## config.mk

```make
export PLATFORM = sky130hd
export DESIGN_NAME = float_adder_result_buffer
export DESIGN_NICKNAME = d
export VERILOG_FILES = /design/src/rtl/float_adder_result_buffer.sv
export SDC_FILE = /design/constraint.sdc
export NUM_CORES = 1
export LEC_CHECK = 0
export BUFFER_PORTS_ARGS = -buffer_cell sky130_fd_sc_hd__buf_4
export CORE_MARGIN = 2
export CORE_UTILIZATION = 52
export DETAILED_ROUTE_END_ITERATION = 10
export PLACE_DENSITY = 0.76
export SETUP_SLACK_MARGIN = 0.5
export SLEW_MARGIN = 40
export SYNTH_ARGS = -nofsm -noshare
export SYNTH_HDL_FRONTEND = slang
export SYNTH_SLANG_ARGS = --single-unit
export TNS_END_PERCENT = 20
```

## constraint.sdc

```tcl
create_clock -name clk -period 4.15 [get_ports clk]
set_input_delay 0.2075 -clock clk [delete_from_list [all_inputs] [get_ports clk]]
set_output_delay 0.2075 -clock clk [all_outputs]
set_load 0.01 [all_outputs]
```

## src/rtl/float_adder_result_buffer.sv

```systemverilog
// float_adder_result_buffer: pipeline controller and result FIFO for the
// 3-stage float adder (align / cal / norm).
//
// Ports:
//   clk, clrn         clock, async active-low reset
//   in_valid/in_tag   operand offer and its tag; in_ready accepts it
//   flush             sync discard of in-flight ops and buffered results
//   add_e             adder register enable (low = whole adder frozen)
//   add_s             adder norm-stage result
//   res_valid/ready   result handshake; res_data/res_tag/res_flags = head
//
// Optional: define FLOAT_ADDER_RESULT_FLAGS_EN to store per-entry
// {invalid, overflow, zero} flags; otherwise res_flags is 3'b000.
module float_adder_result_buffer #(
  parameter int TAG_W = 4,
  parameter int DEPTH = 4
) (
  input  logic             clk,
  input  logic             clrn,
  input  logic             in_valid,
  input  logic [TAG_W-1:0] in_tag,
  output logic             in_ready,
  input  logic             flush,
  output logic             add_e,
  input  logic [31:0]      add_s,
  output logic             res_valid,
  input  logic             res_ready,
  output logic [31:0]      res_data,
  output logic [TAG_W-1:0] res_tag,
  output logic [2:0]       res_flags
);

  localparam int AW = $clog2(DEPTH);
  localparam int CW = AW + 1;

  logic             r_v1;
  logic             r_v2;
  logic [TAG_W-1:0] r_tag1;
  logic [TAG_W-1:0] r_tag2;
  logic [AW-1:0]    r_wp;
  logic [AW-1:0]    r_rp;
  logic [CW-1:0]    r_cnt;

  logic [31:0]      r_data [DEPTH];
  logic [TAG_W-1:0] r_tagm [DEPTH];

  logic w_full;
  logic w_empty;
  logic w_pop;
  logic w_push;
  logic w_wr;

  assign w_full  = (r_cnt == CW'(DEPTH));
  assign w_empty = (r_cnt == '0);
  assign w_pop   = ~w_empty & res_ready;

  // Freeze the adder only when a finished result has nowhere to go.
  assign add_e    = ~(r_v2 & w_full & ~w_pop);
  assign w_push   = r_v2 & add_e;
  assign w_wr     = w_push & ~flush;
  assign in_ready = add_e & ~flush;

  always_ff @(posedge clk or negedge clrn) begin
    if (!clrn) begin
      r_v1   <= 1'b0;
      r_v2   <= 1'b0;
      r_tag1 <= '0;
      r_tag2 <= '0;
      r_wp   <= '0;
      r_rp   <= '0;
      r_cnt  <= '0;
    end else if (flush) begin
      r_v1  <= 1'b0;
      r_v2  <= 1'b0;
      r_wp  <= '0;
      r_rp  <= '0;
      r_cnt <= '0;
    end else begin
      if (add_e) begin
        r_v1   <= in_valid;
        r_tag1 <= in_tag;
        r_v2   <= r_v1;
        r_tag2 <= r_tag1;
      end
      if (w_push) r_wp <= r_wp + AW'(1);
      if (w_pop)  r_rp <= r_rp + AW'(1);
      unique case ({w_push, w_pop})
        2'b10:   r_cnt <= r_cnt + CW'(1);
        2'b01:   r_cnt <= r_cnt - CW'(1);
        default: r_cnt <= r_cnt;
      endcase
    end
  end

  always_ff @(posedge clk) begin
    if (w_wr) begin
      r_data[r_wp] <= add_s;
      r_tagm[r_wp] <= r_tag2;
    end
  end

  // Head is masked to zero when empty so the outputs are clean after reset.
  assign res_valid = ~w_empty;
  assign res_data  = w_empty ? '0 : r_data[r_rp];
  assign res_tag   = w_empty ? '0 : r_tagm[r_rp];

`ifdef FLOAT_ADDER_RESULT_FLAGS_EN
  logic [2:0] r_flg [DEPTH];
  logic [7:0] w_exp;
  logic       w_frac_nz;
  logic       w_maxf;
  logic [2:0] w_flg;

  assign w_exp     = add_s[30:23];
  assign w_frac_nz = |add_s[22:0];
  assign w_maxf    = (add_s[30:0] == 31'h7f7fffff);
  assign w_flg[2]  = (w_exp == 8'hff) & w_frac_nz;
  assign w_flg[1]  = ((w_exp == 8'hff) & ~w_frac_nz) | w_maxf;
  assign w_flg[0]  = (add_s[30:0] == 31'h0);

  always_ff @(posedge clk) begin
    if (w_wr) r_flg[r_wp] <= w_flg;
  end

  assign res_flags = w_empty ? 3'b000 : r_flg[r_rp];
`else
  assign res_flags = 3'b000;
`endif

endmodule

```

==> flow_metrics.env, run 1 <==
export IMPL_run_status="finished, final reports clean"
export IMPL_grt_busiest_layer="met2"
export IMPL_setup_viol_count_final=0
export IMPL_drtIter0Drc=210
export IMPL_cts_root_buf="clkbuf_16"
export IMPL_routed_via_density=5.29
export IMPL_clockBufferDepth=2
export IMPL_syn_area_um2=6480
export IMPL_drive_gt1_share_pct=38.0
export IMPL_grt_util_met2_pct=31.9
export IMPL_avgSynthCellArea_um2=20.0
export IMPL_finalCriticalPeriod_ns=2.58
export IMPL_die_h_um=116
export IMPL_grtUsageTotal_pct=19.2
export IMPL_yosys_most_used_dff="edfxtp_1"
export IMPL_yosysSeqAreaShare_pct=73.3
export IMPL_cts_tree="done"
export IMPL_syn_instance_count=324
export IMPL_hold_end="r_tag1[3]"
export IMPL_postPlaceCellArea_um2=7250
export IMPL_clock_sinks=161
export IMPL_dr_pass1_iters=5
export IMPL_final_common_cell="edfxtp_1"
export IMPL_min_from="in_tag[3]"
export IMPL_row_count=40
export IMPL_grt_pass1_wl_um=18500
export IMPL_worstSetupEndpointType="output pin"
export IMPL_whs_path_depth=2
export IMPL_power_static_leakage_nw=2.92
export IMPL_clk_pin_slew_worst_paths_ns=0.06
export IMPL_fmax_ghz=0.387
export IMPL_r2r_end="r_data[2][17]"
export IMPL_layout_common_cells="edfxtp_1, buf_4, mux4_2, dlygate4sd3_1, nor2b_1"
export IMPL_areaGrowthSynthToFinish_pct=26.4
export IMPL_ir_drop_mv=0.343
export IMPL_io_pins=83
export IMPL_cts_buffers=17
export IMPL_ys_warn_count=0
export IMPL_cp_max_fo=16
export IMPL_die_area_um2=13400
export IMPL_hp_class="input pin to flop"
export IMPL_tns_ns=0
export IMPL_core_area_um2=12100
export IMPL_drv_cap=0
export IMPL_fin_crit_sh_pct=62.2
export IMPL_initial_utilization_pct=53.5
export IMPL_hold_viol=0
export IMPL_grt_pass1_vias=3486
export IMPL_num_vias=3312
export IMPL_synth_edf_count=144
export IMPL_ys_ff_latch=161
export IMPL_h_tree_depth=4
export IMPL_grt_max_degree=38
export IMPL_power_density_nw_per_um2=432
export IMPL_reg2reg_depth=4
export IMPL_finalInstanceArea_um2=8200
export IMPL_max_slew_worst_pin_slew_ns=0.638
export IMPL_antenna_found_initial=0
export IMPL_gp_congestion=0.794
export IMPL_ant_nets=0
export IMPL_cts_setup_buffers=0
export IMPL_fin_skew_ns=0.00930
export IMPL_async_reset_ff_share_pct=10.6
export IMPL_hpwl_um=6600
export IMPL_clk_latency_ns=0.43
export IMPL_r2r_slack_ns=1.61
export IMPL_diodes=0
export IMPL_worstSetupStartpointType="flop"
export IMPL_wirelength_um=11800
export IMPL_worst_r2r_startpoint="r_cnt[2]"
export IMPL_drv_slew=0
export IMPL_io_buffers=79
export IMPL_arrival_ns=2.37
export IMPL_use_met3_pct=4.13
export IMPL_grtUsageMet1_pct=24.6
export IMPL_drc=0
export IMPL_post_cts_resize_count=0
export IMPL_slew_headroom_pct=57.4
export IMPL_crit_type="flop to output pin"
export IMPL_cp_required_ns=3.94
export IMPL_grt_ovfl_total=0
export IMPL_synth_cell_types=38
export IMPL_fill_cells=802
export IMPL_final_nets=491
export IMPL_die_x_um=116
export IMPL_rsz0062_at_grt="false"
export IMPL_wire_per_inst_um=18.8
==> sequential cells by signal, indices dropped and copies added, names as in the netlist <==
name,flops
r_rp,2
r_tagm,16
r_wp,2
r_v2,1
r_tag1,4
r_cnt,3
r_v1,1
r_data,128
r_tag2,4
==> layer usage <==
layer	wire, um	vias to the layer above
met4	195	0
met1	5040	1685
met3	528	15
met5	0	-
met2	6020	103
li1	-	1509
==> what timing repair did <==
item                                    CTS  global route
endpoints found under the setup margin    0             0
hold endpoints to repair                148             0
hold buffers                             36             0
==> synth_stat cells, types with 4 or more instances <==
| cell | n | area (um^2) |
|---|---|---|
| mux2_2 | 9 | 101 |
| inv_1 | 6 | 22.5 |
| clkbuf_1 | 5 | 18.8 |
| edfxtp_1 | 144 | 4320 |
| nor2_1 | 7 | 26.3 |
| and2b_1 | 17 | 128 |
| nor2b_1 | 21 | 131 |
| nand2b_1 | 5 | 31.3 |
| mux4_2 | 36 | 811 |
| ha_1 | 4 | 50.1 |
| dfrtp_1 | 17 | 425 |
| nor3b_1 | 4 | 30.0 |
| buf_4 | 6 | 45.0 |
| buf_2 | 8 | 40.0 |
==> how the worst max path moves through the flow <==
stage,startpoint,slack (ns),cells past startpoint,endpoint
3_3_place_gp,r_cnt[2],1.41,4,r_data[2][20]
2_1_floorplan,r_cnt[0],0.15,4,r_data[0][0]
5_1_grt,r_rp[0],1.39,4,res_data[24]
4_1_cts,r_cnt[2],1.37,4,r_data[3][18]
3_5_place_dp,r_cnt[2],1.39,4,r_data[3][29]
6_report,r_rp[0],1.57,4,res_data[14]
==> power by group <==
part	switching (W)	internal, W
Sequential	0.0000210	0.00179
Combinational	0.0000844	0.000113
Clock	0.000633	0.000892
==> area by class of cell <==
cell class	instances	area, um^2	share of cell area, %
multi-input combinational	137	1620	19.8
sequential	161	4750	58.0
clock buffer	18	429	5.24
clock inverter	14	154	1.88
inverter	6	22.5	0.275
tap	168	210	2.56
timing repair buffer	122	1010	12.3
==> through the flow <==
step,setup slack (ns),hold slack (ns),std cells,power (W),util (%)
2_1_floorplan,0.155,-0.0881,326,0.00194,-
3_3_place_gp,1.41,0.0847,558,0.00201,59.8
3_5_place_dp,1.39,0.0889,558,0.00202,59.8
4_1_cts,1.37,0.00756,626,0.00357,67.6
5_1_grt,1.39,0.0189,626,0.00365,67.7
6_report,1.57,0.0184,626,0.00354,67.7
==> critical path, stage by stage (launching register included) <==
cell and delay [ns]:
dfrtp_2 0.71, buf_4 0.37, mux4_2 0.56, and2b_1 0.18, buf_4 0.14
==> kinds of logic after synthesis <==
logic type	after synthesis	synth area share (%)
DFF	161	73.3
muxes	47	14.5
and+or+nand+nor	64	6.33
AOI/OAI and AO/OA	14	1.81
adders and majority gates	5	1.08
other	1	0.0578
xor gates and xnor gates	4	0.540
buffers and inverters	28	2.47
Power figures use the tool's default switching activity.
==> run 2: changes to the inputs <==
==> constraint.sdc (replaced) <==
create_clock -name clk -period 2.1 [get_ports clk]
set_input_delay 0.105 -clock clk [delete_from_list [all_inputs] [get_ports clk]]
set_output_delay 0.105 -clock clk [all_outputs]
set_load 0.01 [all_outputs]
==> run 2 against run 1 <==
Via count increased by 3.6%. Non-clock buffer count up 23. Design area is 3.1% higher. Hold slack improved by 0.0097 ns. Clock skew grew 0.0063 ns. Power grew 89%. Core utilization grew 2.1 points. Largest cell class unchanged. Highest routed layer unchanged.
==> flow_metrics.env, run 2 (synthesis gave the netlist of run 1 again) <==
export IMPL_grt_max_degree=38
export IMPL_die_h_um=116
export IMPL_grt_ovfl_total=0
export IMPL_fin_crit_sh_pct=95.9
export IMPL_clk_pin_slew_worst_paths_ns=0.06
export IMPL_rsz0062_at_grt="true"
export IMPL_cp_max_fo=15
export IMPL_antenna_found_initial=0
export IMPL_finalInstanceArea_um2=8450
export IMPL_grt_pass1_vias=3484
export IMPL_top_layer="met4"
export IMPL_die_area_um2=13400
export IMPL_initial_utilization_pct=53.5
export IMPL_wire_per_inst_um=19.5
export IMPL_power_density_nw_per_um2=793
export IMPL_dr_pass1_iters=4
export IMPL_drv_cap=0
export IMPL_grtUsageTotal_pct=19.2
export IMPL_fin_cells=647
export IMPL_cts_tree="done"
export IMPL_die_x_um=116
export IMPL_diodes=0
export IMPL_grt_pass1_wl_um=18500
export IMPL_slowest_stage="dfrtp_2"
export IMPL_largest_register="r_data"
export IMPL_crit_type="flop to flop"
export IMPL_routed_via_density=5.30
export IMPL_h_tree_depth=4
export IMPL_arrival_ns=2.18
export IMPL_fmax_ghz=0.497
export IMPL_ant_nets=0
export IMPL_io_pins=83
export IMPL_cp_required_ns=2.27
export IMPL_io_buffers=79
export IMPL_clk_latency_ns=0.42
export IMPL_wirelength_um=12600
export IMPL_core_area_um2=12100
export IMPL_num_vias=3431
export IMPL_gp_congestion=0.791
export IMPL_regArea_um2=4750
export IMPL_ir_drop_mv=0.521
export IMPL_worstSetupEndpointType="flop"
export IMPL_setup_viol_count_final=0
export IMPL_row_count=40
export IMPL_drive_gt1_share_pct=39.9
export IMPL_met2_length_um=6510
export IMPL_reg_top3="r_data x128, r_tagm x16"
export IMPL_run_status="finished, final reports clean"
export IMPL_largest_reg_flops=128
export IMPL_p_total_w=0.00670
export IMPL_tns_ns=0
export IMPL_final_nets=514
export IMPL_dpl_cell_count=563
export IMPL_worstSetupStartpointType="flop"
export IMPL_hold_viol=0
export IMPL_clockBufferDepth=2
export IMPL_fill_cells=781
export IMPL_drtIter0Drc=306
export IMPL_hpwl_um=6840
export IMPL_finalCriticalPeriod_ns=2.01
export IMPL_layout_common_cells="edfxtp_1, buf_4, dlygate4sd3_1"
export IMPL_crit_chain="buf_6 > or3b_4 > o21ai_4 > nor3b_4 > buf_4 > clkbuf_16"
export IMPL_hp_class="input pin to flop"
export IMPL_postPlaceCellArea_um2=7390
export IMPL_critPathMaxStageDelay_ns=0.44
export IMPL_cts_root_buf="clkbuf_16"
export IMPL_final_common_cell="edfxtp_1"
export IMPL_fin_skew_ns=0.0156
export IMPL_cts_buffers=17
export IMPL_clock_sinks=161
export IMPL_drv_slew=0
export IMPL_areaGrowthSynthToFinish_pct=30.4
export IMPL_met1Wirelength_um=5260
export IMPL_multi_input_area_um2=1650
export IMPL_drc=0
export IMPL_wl_met3_um=634
export IMPL_power_static_leakage_nw=3.05
-- run 2: area by class of cell --
| class | instances | share of cell area (%) |
|---|---|---|
| tap | 168 | 2.49 |
| clock buffer | 21 | 5.21 |
| multi-input combinational | 137 | 19.5 |
| timing repair buffer | 145 | 15.5 |
| inverter | 6 | 0.266 |
| sequential | 161 | 56.2 |
| clock inverter | 9 | 0.814 |
-- run 2: through the flow --
step	setup WS [ns]	hold slack (ns)	util (%)
detailed placement	0.104	-0.0146	61.0
CTS	0.0598	0.0205	68.7
global route	0.0249	0.0407	69.8
global placement	0.193	-0.0186	61.0
floorplan	-0.0504	-0.191	-
finish	0.0863	0.0281	69.8
-- run 2: what timing repair did --
action / CTS / global route
hold buffers: 38 / 0
buffers inserted: 5 / 9
pin swaps: 5 / 3
hold endpoints to repair: 150 / 0
gates resized for setup: 4 / 3
endpoints found under the setup margin: 189 / 195
cloned: 0 / 2
-- run 2: where the power goes --
group / total [W] / internal (W) / switching [W] / leakage, nW
Combinational: 0.000433 / 0.000245 / 0.000188 / 1.29
Clock: 0.00269 / 0.00159 / 0.00110 / 0.249
Sequential: 0.00358 / 0.00355 / 0.0000299 / 1.51
-- run 2: critical path, delay by kind of cell, from the launching register on --
kind / cells / cell delay [ns]
buf+inv: 3 / 0.50
simple gates: 2 / 0.51
flops: 1 / 0.44
compound gates: 1 / 0.31
-- run 2: worst paths after layout --
| kind | slack [ns] | startpoint | to | cells past startpoint |
|---|---|---|---|---|
| worst max-delay path | 0.09 | r_cnt[0] | r_data[2][18] | 6 |
| worst min-delay path | 0.03 | flush | r_rp[0] | 2 |
| worst max register to register | 0.09 | r_cnt[0] | r_data[2][18] | 6 |
| worst min register to register | 0.51 | r_tag2[0] | r_tagm[0][0] | 0 |
| max in group asynchronous | 1.81 | clrn | r_cnt[0] | 2 |
| min in group asynchronous | 0.09 | clrn | r_tag1[1] | 2 |
-- run 2: routing by layer --
layer  global-route usage [%]  vias to the layer above
met5                        0                        -
met2                     30.8                      114
li1                         -                     1551
met1                     24.7                     1751
met3                     5.81                       15
met4                     8.25                        0
